## src/rtl/alu_bcd_converter.sv

```systemverilog
// Iterative double-dabble converter: ALU result (optionally signed) to BCD magnitude
// digits plus a sign glyph, one result bit per clock.
//
// state | meaning
// IDLE  | waiting for start; outputs hold the last completed result
// CONV  | shift-and-add-3 in progress, one bit per clock

module alu_bcd_converter #(
  parameter int WIDTH  = 8,
  parameter int DIGITS = 3
) (
  input  logic                  clk,
  input  logic                  reset,
  input  logic                  start,
  input  logic [WIDTH-1:0]      value,
  input  logic                  is_signed,
  output logic                  busy,
  output logic                  done,
  output logic                  neg,
  output logic [3:0]            sign_digit,
  output logic [4*DIGITS-1:0]   bcd
);

  localparam int CW = (WIDTH > 2) ? $clog2(WIDTH) : 1;
  localparam int BW = 4 * DIGITS;

  typedef enum logic {IDLE, CONV} state_t;

  state_t          state_q, state_d;
  logic [WIDTH-1:0] mag_q, mag_d;
  logic [BW-1:0]   scr_q, scr_d, scr_adj, scr_shift;
  logic [CW-1:0]   cnt_q, cnt_d;
  logic            sign_q, sign_d;
  logic            done_q, done_d;
  logic            neg_q, neg_d;
  logic [BW-1:0]   bcd_q, bcd_d;
  logic [WIDTH-1:0] value_abs;

  // Two's-complement negate wraps correctly for the most negative input.
  assign value_abs = (is_signed && value[WIDTH-1]) ? (~value + WIDTH'(1)) : value;

  always_comb begin
    scr_adj = scr_q;
    for (int i = 0; i < DIGITS; i++) begin
      if (scr_q[4*i +: 4] >= 4'd5) scr_adj[4*i +: 4] = scr_q[4*i +: 4] + 4'd3;
    end
    scr_shift = {scr_adj[BW-2:0], mag_q[WIDTH-1]};
  end

  always_comb begin
    state_d = state_q;
    mag_d   = mag_q;
    scr_d   = scr_q;
    cnt_d   = cnt_q;
    sign_d  = sign_q;
    done_d  = 1'b0;
    neg_d   = neg_q;
    bcd_d   = bcd_q;
    case (state_q)
      IDLE: begin
        if (start) begin
          mag_d   = value_abs;
          sign_d  = is_signed & value[WIDTH-1];
          scr_d   = '0;
          cnt_d   = '0;
          state_d = CONV;
        end
      end
      CONV: begin
        scr_d = scr_shift;
        mag_d = mag_q << 1;
        cnt_d = cnt_q + CW'(1);
        if (cnt_q == CW'(WIDTH - 1)) begin
          bcd_d   = scr_shift;
          neg_d   = sign_q;
          done_d  = 1'b1;
          state_d = IDLE;
        end
      end
      default: state_d = IDLE;
    endcase
  end

  always_ff @(posedge clk) begin
    if (reset) begin
      state_q <= IDLE;
      mag_q   <= '0;
      scr_q   <= '0;
      cnt_q   <= '0;
      sign_q  <= 1'b0;
      done_q  <= 1'b0;
      neg_q   <= 1'b0;
      bcd_q   <= '0;
    end else begin
      state_q <= state_d;
      mag_q   <= mag_d;
      scr_q   <= scr_d;
      cnt_q   <= cnt_d;
      sign_q  <= sign_d;
      done_q  <= done_d;
      neg_q   <= neg_d;
      bcd_q   <= bcd_d;
    end
  end

  assign busy       = (state_q == CONV);
  assign done       = done_q;
  assign neg        = neg_q;
  assign sign_digit = neg_q ? 4'd15 : 4'd0;
  assign bcd        = bcd_q;

endmodule

```

## config.mk

```make
export PLATFORM = sky130hd
export DESIGN_NAME = alu_bcd_converter
export DESIGN_NICKNAME = d
export VERILOG_FILES = /design/src/rtl/alu_bcd_converter.sv
export SDC_FILE = /design/constraint.sdc
export NUM_CORES = 1
export LEC_CHECK = 0
export CORE_AREA = 2 2 65 67
export DETAILED_ROUTE_END_ITERATION = 8
export DIE_AREA = 0 0 67 69
export DONT_BUFFER_PORTS = 1
export PLACE_DENSITY = 0.68
export SLEW_MARGIN = 5
export SYNTH_ARGS = -nofsm -noshare
export SYNTH_HDL_FRONTEND = slang
export SYNTH_SLANG_ARGS = --single-unit
```

## constraint.sdc

```tcl
create_clock -name clk -period 1.5 [get_ports clk]
set_input_delay 0.3 -clock clk [delete_from_list [all_inputs] [get_ports clk]]
set_output_delay 0.3 -clock clk [all_outputs]
set_load 0.02 [all_outputs]
```

* Word level (Yosys, flattened, before mapping)
Index checks and enable logic that the tools add are counted.
** Storage, ports and cells
- Input bits :: 12
- Output and inout bits :: 19
- Register bits after elaboration :: 39
- Word-level logic and storage cells :: 40
** Operators by class
- Bitwise gates (word level) :: 3
- $lt $le $gt $ge :: 3
- Reduce and logical (&&, ||, !) cells :: 4
- Equality and inequality tests :: 2
- Add/sub/neg operators :: 5
- Multiplexer cells :: 15
** Operators by type and width (number)
- $pmux 12 s2 :: 1
- $mux 8 :: 2
- $pmux 8 s2 :: 1
- $ge 4x3->1 const B :: 3
- $mux 12 :: 1
- $mux 4 :: 3
- $add 4x2->4 const B :: 2
- $add 8x1->8 const B :: 1
- $not 8->8 :: 1
- $mux 3 :: 2
- $pmux 3 s2 :: 1
- $reduce_and 2->1 :: 2
- $add 3x1->3 const B :: 1
- $add 3x2->3 const B :: 1
- $eq 3x3->1 const B :: 1
- $mux 1 :: 3
- $ne 2x2->1 const B :: 1
- $pmux 1 s2 :: 1
- $reduce_or 2->1 :: 1
- $and 1x1->1 :: 1
- $logic_and 1x1->1 :: 1
- $not 1->1 :: 1

* Logic depth before layout (Yosys ltp)
- Word-level depth :: 5
- Depth in mapped cells :: 8
- Depth with buffers taken out :: 7

* Worst setup path before layout
No wires, ideal clock.
- Path kind :: register to register
- Start :: register scr_q[5]
- End :: register bcd_q[6], in the netlist bcd[6]
- Data arrival time :: 1.327 ns
- Period minus slack after synthesis :: 1.396 ns
- Path slack :: 0.104 ns
- Path buffers :: 0
- Cell stages (with the launch flop) :: 7
- Data required time :: 1.431 ns
- Setup time :: 0.069 ns
- Cell sequence :: dfxtp_1 > inv_1 > ha_1 > nand2b_1 > a21oi_2 > mux2_2 > o21ai_1
** On the way
- Word-level cells in the longest chain between the ends :: 2
- Elaborated cells between the ends (all ways) :: 3
- Classes of those cells :: 1 x add/sub; 1 x order compare; 1 x mux
** RTL lines
- start: declaration :: RTL line 31 : logic [BW-1:0] scr_q, scr_d, scr_adj, scr_shift;
- start signal: assignment :: RTL line 97 : scr_q <= scr_d;
- $add 4x2->4 / $ge 4x3->1 (equally long branches) :: RTL line 45 : if (scr_q[4*i +: 4] >= 4'd5) scr_adj[4*i +: 4] = scr_q[4*i +: 4] + 4'd3;
- $mux 4 (*) :: RTL line 45
- end signal: assignment :: RTL line 93 : bcd_q <= '0;
- end signal: assignment :: RTL line 102 : bcd_q <= bcd_d;
- end: declaration :: RTL line 36 : logic [BW-1:0] bcd_q, bcd_d;
Mark *: on every way between the ends. The rest lies on a longest branch, timed or not.
A chain may end at the register's enable or synchronous reset.

* Worst setup path in the final report
- Start :: register scr_q[4]
- End :: register scr_q[5]
** On the way
- Word-level cells in the longest chain between the ends :: 3
- Elaborated cells between the ends (all ways) :: 4
- Classes of those cells :: 1 x add/sub; 1 x order compare; 2 x mux
** RTL lines
- $add 4x2->4 / $ge 4x3->1 (equally long branches) :: RTL line 45
- $mux 4 (*) :: RTL line 45
- $pmux 12 s2 (*) :: RTL line 59 : case (state_q)
Marked as above.

==> impl_metrics.toml <==
[worst_setup_path]
cp-end-kind = "flop"
crit_required_ns = 1.68
worstReg2RegEnd = "scr_q[5]"
path_delay_family = "flip-flops"
slowest_delay_ns = 0.37
arrival_ns = 1.63
crit_path_top_delay_cell = "dfxtp_2"
cp_cell_sequence = "inv_1 -> ha_1 -> nand2b_4 -> a21oi_2 -> buf_4 -> xnor2_1 -> a32o_1"
reg2reg_depth = 7
rrSetupSlack_ns = 0.05
path_buf_inv = 2
r2r-start = "scr_q[4]"
cp-start-kind = "flop"
path_class = "reg -> reg"
critPathMaxFanout = 4

[timing]
relSlewSlack_pct = 70.8
setup_viol = 0
hold_violations = 0
finalMaxSlewViolations = 0
fmax_ghz = 0.690
setup_ws_ns = 0.0506
holdWs_ns = 0.0670
fin_crit_sh_pct = 96.6
skew_ns = 0.00637
worstMarginPinSlew_ns = 0.436
fin_crit_ns = 1.45

[clock_tree]
cts_hold_buf = 0
clkLatencyLatePin_ns = 0.29
cts_max_level = 2
cts_tree = "built"
cts_root_buffer = "clkbuf_8"
cts_buffers = 5
cts_sinks = 39
clock_path_buffers = 2
path_clk_slew_ns = 0.07

[place]
dpl.hpwl_mm = 2.64
place_area_mm2 = 0.00198
io_buffers = 0
placed_cells = 266
dp_slack_ns = 0.0146
gp_congestion = 0.864

[global_routing]
grt_pass1_vias = 1379
grt_max_degree = 25
grt_pass1_wl_mm = 6.20
antenna_found_initial = 0
grt_usage_pct = 17.5
overflow = 0

[drt]
met2_length_mm = 1.74
via_count = 1498
drc = 0
wl_per_cell_um = 13.9
drt_pre_antenna_iters = 4
ant_nets = 0
vias_per_cell = 5.47
met1_length_mm = 1.80
drt_wl_total_mm = 3.82
dr.max_layer_used = "met4"
met3_length_um = 184
drt_iter0_drc = 118

[logic_synthesis]
synth-seq-area-share_pct = 41.1
netlist_area_mm2 = 0.00190
synthAdderAreaFrac_pct = 5.93
synthSimpleGateAreaFrac_pct = 19.2
muxShareOfSynthArea_pct = 2.83
synth_compound_area_share_pct = 20.9
synth-seq-cells = 39
synthesis.nets = 238
avgSynthCellArea_um2 = 8.75
synth_top_family_by_area = "compound AO/OA/AOI/OAI gates"
yosys_warnings = 0
synthXorXnorAreaFrac_pct = 3.69
synth_cell_types = 35
synthCells = 217

[floorplan]
num_io_pins = 31
rows = 23
die_width_um = 67
coreArea_mm2 = 0.00391
fp.dieH_um = 69
start_util_pct = 48.5
dieArea_mm2 = 0.00462

[final_layout]
final_cells = 274
nets = 245
final_design_area_no_fill_mm2 = 0.00210
area_growth_pct = 10.5
n_antenna_cell = 0
drive_gt1_share_pct = 17.4

[pwr]
clockPowerShare_pct = 37.3
p_int_w = 0.00149
seqPwrFrac_pct = 55.0
p_leak_nw = 0.771
p_sw_w = 0.000460
powerDensity_mw_per_mm2 = 928
switching_share_pct = 23.7
ir_drop_v = 0.000446
power_frac_comb_pct = 7.7

[status]
status = "completed"

[worst_hold_path]
min_delay_path_depth = 1
hp-class = "in -> reg"
hold_end = "sign_q"
hp-start = "reset"

[job]
maxCapViolCount = 0
-- cells in the mapped netlist --
master    instances  area, um2
o21ai_0           1       5.00
nor3b_1          11       82.6
or2_1             1       6.26
mux2_2            3       33.8
o311ai_2          1       16.3
a22o_1            5       43.8
nand2b_1          7       43.8
o211ai_1          1       7.51
mux2i_1           2       20.0
xnor2_1           7       61.3
o21ai_1          17       85.1
a221oi_2          1       15.0
nand2_1          17       63.8
buf_4             5       37.5
dfxtp_1          39        781
inv_2             2       7.51
or3_1             2       12.5
nand3_1           8       40.0
xor2_1            1       8.76
and2_1            2       12.5
a32o_1            3       30.0
nor3_1            7       35.0
a311o_1           1       10.0
ha_1              9        113
nor2b_1           2       12.5
inv_1             8       30.0
a21oi_2           5       43.8
a21oi_1          20        100
nor2_1           13       48.8
a211o_1           1       8.76
clkbuf_1          1       3.75
buf_2             8       40.0
nand3b_1          1       7.51
a31oi_1           2       12.5
o22ai_1           3       18.8
-- power groups by stage --
stage | clock network [W] | logic [W] | registers (W)
2_1_floorplan | 0 | 0.000126 | 0.00109
3_3_place_gp | 0 | 0.000148 | 0.00109
3_5_place_dp | 0 | 0.000149 | 0.00109
4_1_cts | 0.000752 | 0.000150 | 0.00107
5_1_grt | 0.000793 | 0.000166 | 0.00107
6_report | 0.000726 | 0.000150 | 0.00107
-- sequential cells by signal, summed over array words and instances, names as in the netlist --
register  count
bcd          12
scr_q        12
mag_q         8
cnt_q         3
busy          1
done          1
neg           1
sign_q        1
-- area by class of cell --
| cell class | instances | area, um2 |
|---|---|---|
| multi-input combinational | 154 | 1020 |
| clock buffer | 6 | 82.6 |
| inverter | 10 | 37.5 |
| timing repair buffer | 14 | 105 |
| clock inverter | 1 | 5.00 |
| sequential | 39 | 785 |
| fill | 385 | 1820 |
| tap | 50 | 62.6 |
-- layout by cell type (no fill, tap or decap), types with 2 or more instances in the layout --
master | netlist | layout
dfxtp_1 | 39 | 36
a21oi_1 | 20 | 20
nand2_1 | 17 | 17
o21ai_1 | 17 | 15
buf_4 | 5 | 14
nor2_1 | 13 | 13
nor3b_1 | 11 | 11
ha_1 | 9 | 9
inv_1 | 8 | 8
nand3_1 | 8 | 8
nor3_1 | 7 | 7
xnor2_1 | 7 | 7
nand2b_1 | 7 | 6
clkbuf_8 | 0 | 6
a21oi_2 | 5 | 5
a22o_1 | 5 | 5
o22ai_1 | 3 | 3
a32o_1 | 3 | 3
dfxtp_2 | 0 | 3
mux2i_1 | 2 | 2
nor2b_1 | 2 | 2
a31oi_1 | 2 | 2
mux2_4 | 0 | 2
inv_2 | 2 | 2
and2_1 | 2 | 2
or3_1 | 2 | 2
o21ai_2 | 0 | 2
-- cell families after synthesis --
| logic type | count (synthesis) |
|---|---|
| AOI/OAI and AO/OA | 61 |
| xor gates and xnor gates | 8 |
| adders and majority gates | 9 |
| buffers and inverters | 24 |
| DFF | 39 |
| muxes | 5 |
| and+or+nand+nor | 71 |
-- stage by stage --
stage               setup TNS, ns  util (%)  total power [W]
floorplan                       0         -          0.00122
global placement                0      50.5          0.00124
detailed placement              0      50.5          0.00124
CTS                             0      52.7          0.00197
global route              -0.0757      53.6          0.00203
finish                          0      53.6          0.00195
-- layer usage --
layer / vias to the layer above / track usage (%)
li1: 770 / -
met2: 34 / 25.9
met5: - / 0
met3: 8 / 6.36
met1: 686 / 22.7
met4: 0 / 7.48
-- worst max-delay path by stage --
stage              from       end  slack, ns  cells after the start
2_1_floorplan  scr_q[5]    bcd[6]       0.10                      6
3_3_place_gp   scr_q[5]  scr_q[6]       0.07                      6
3_5_place_dp   scr_q[5]    bcd[6]       0.01                      6
4_1_cts        scr_q[5]    bcd[6]     0.0005                      6
5_1_grt        scr_q[1]    bcd[2]      -0.02                      6
6_report       scr_q[4]  scr_q[5]       0.05                      7
-- what timing repair did --
| item | CTS | global route |
|---|---|---|
| pin swaps | 1 | 3 |
| endpoints found under the setup margin | 2 | 7 |
| resized for setup | 0 | 8 |
| buffers inserted | 0 | 1 |
| cloned | 0 | 0 |
(Power assumes the default switching activity.)
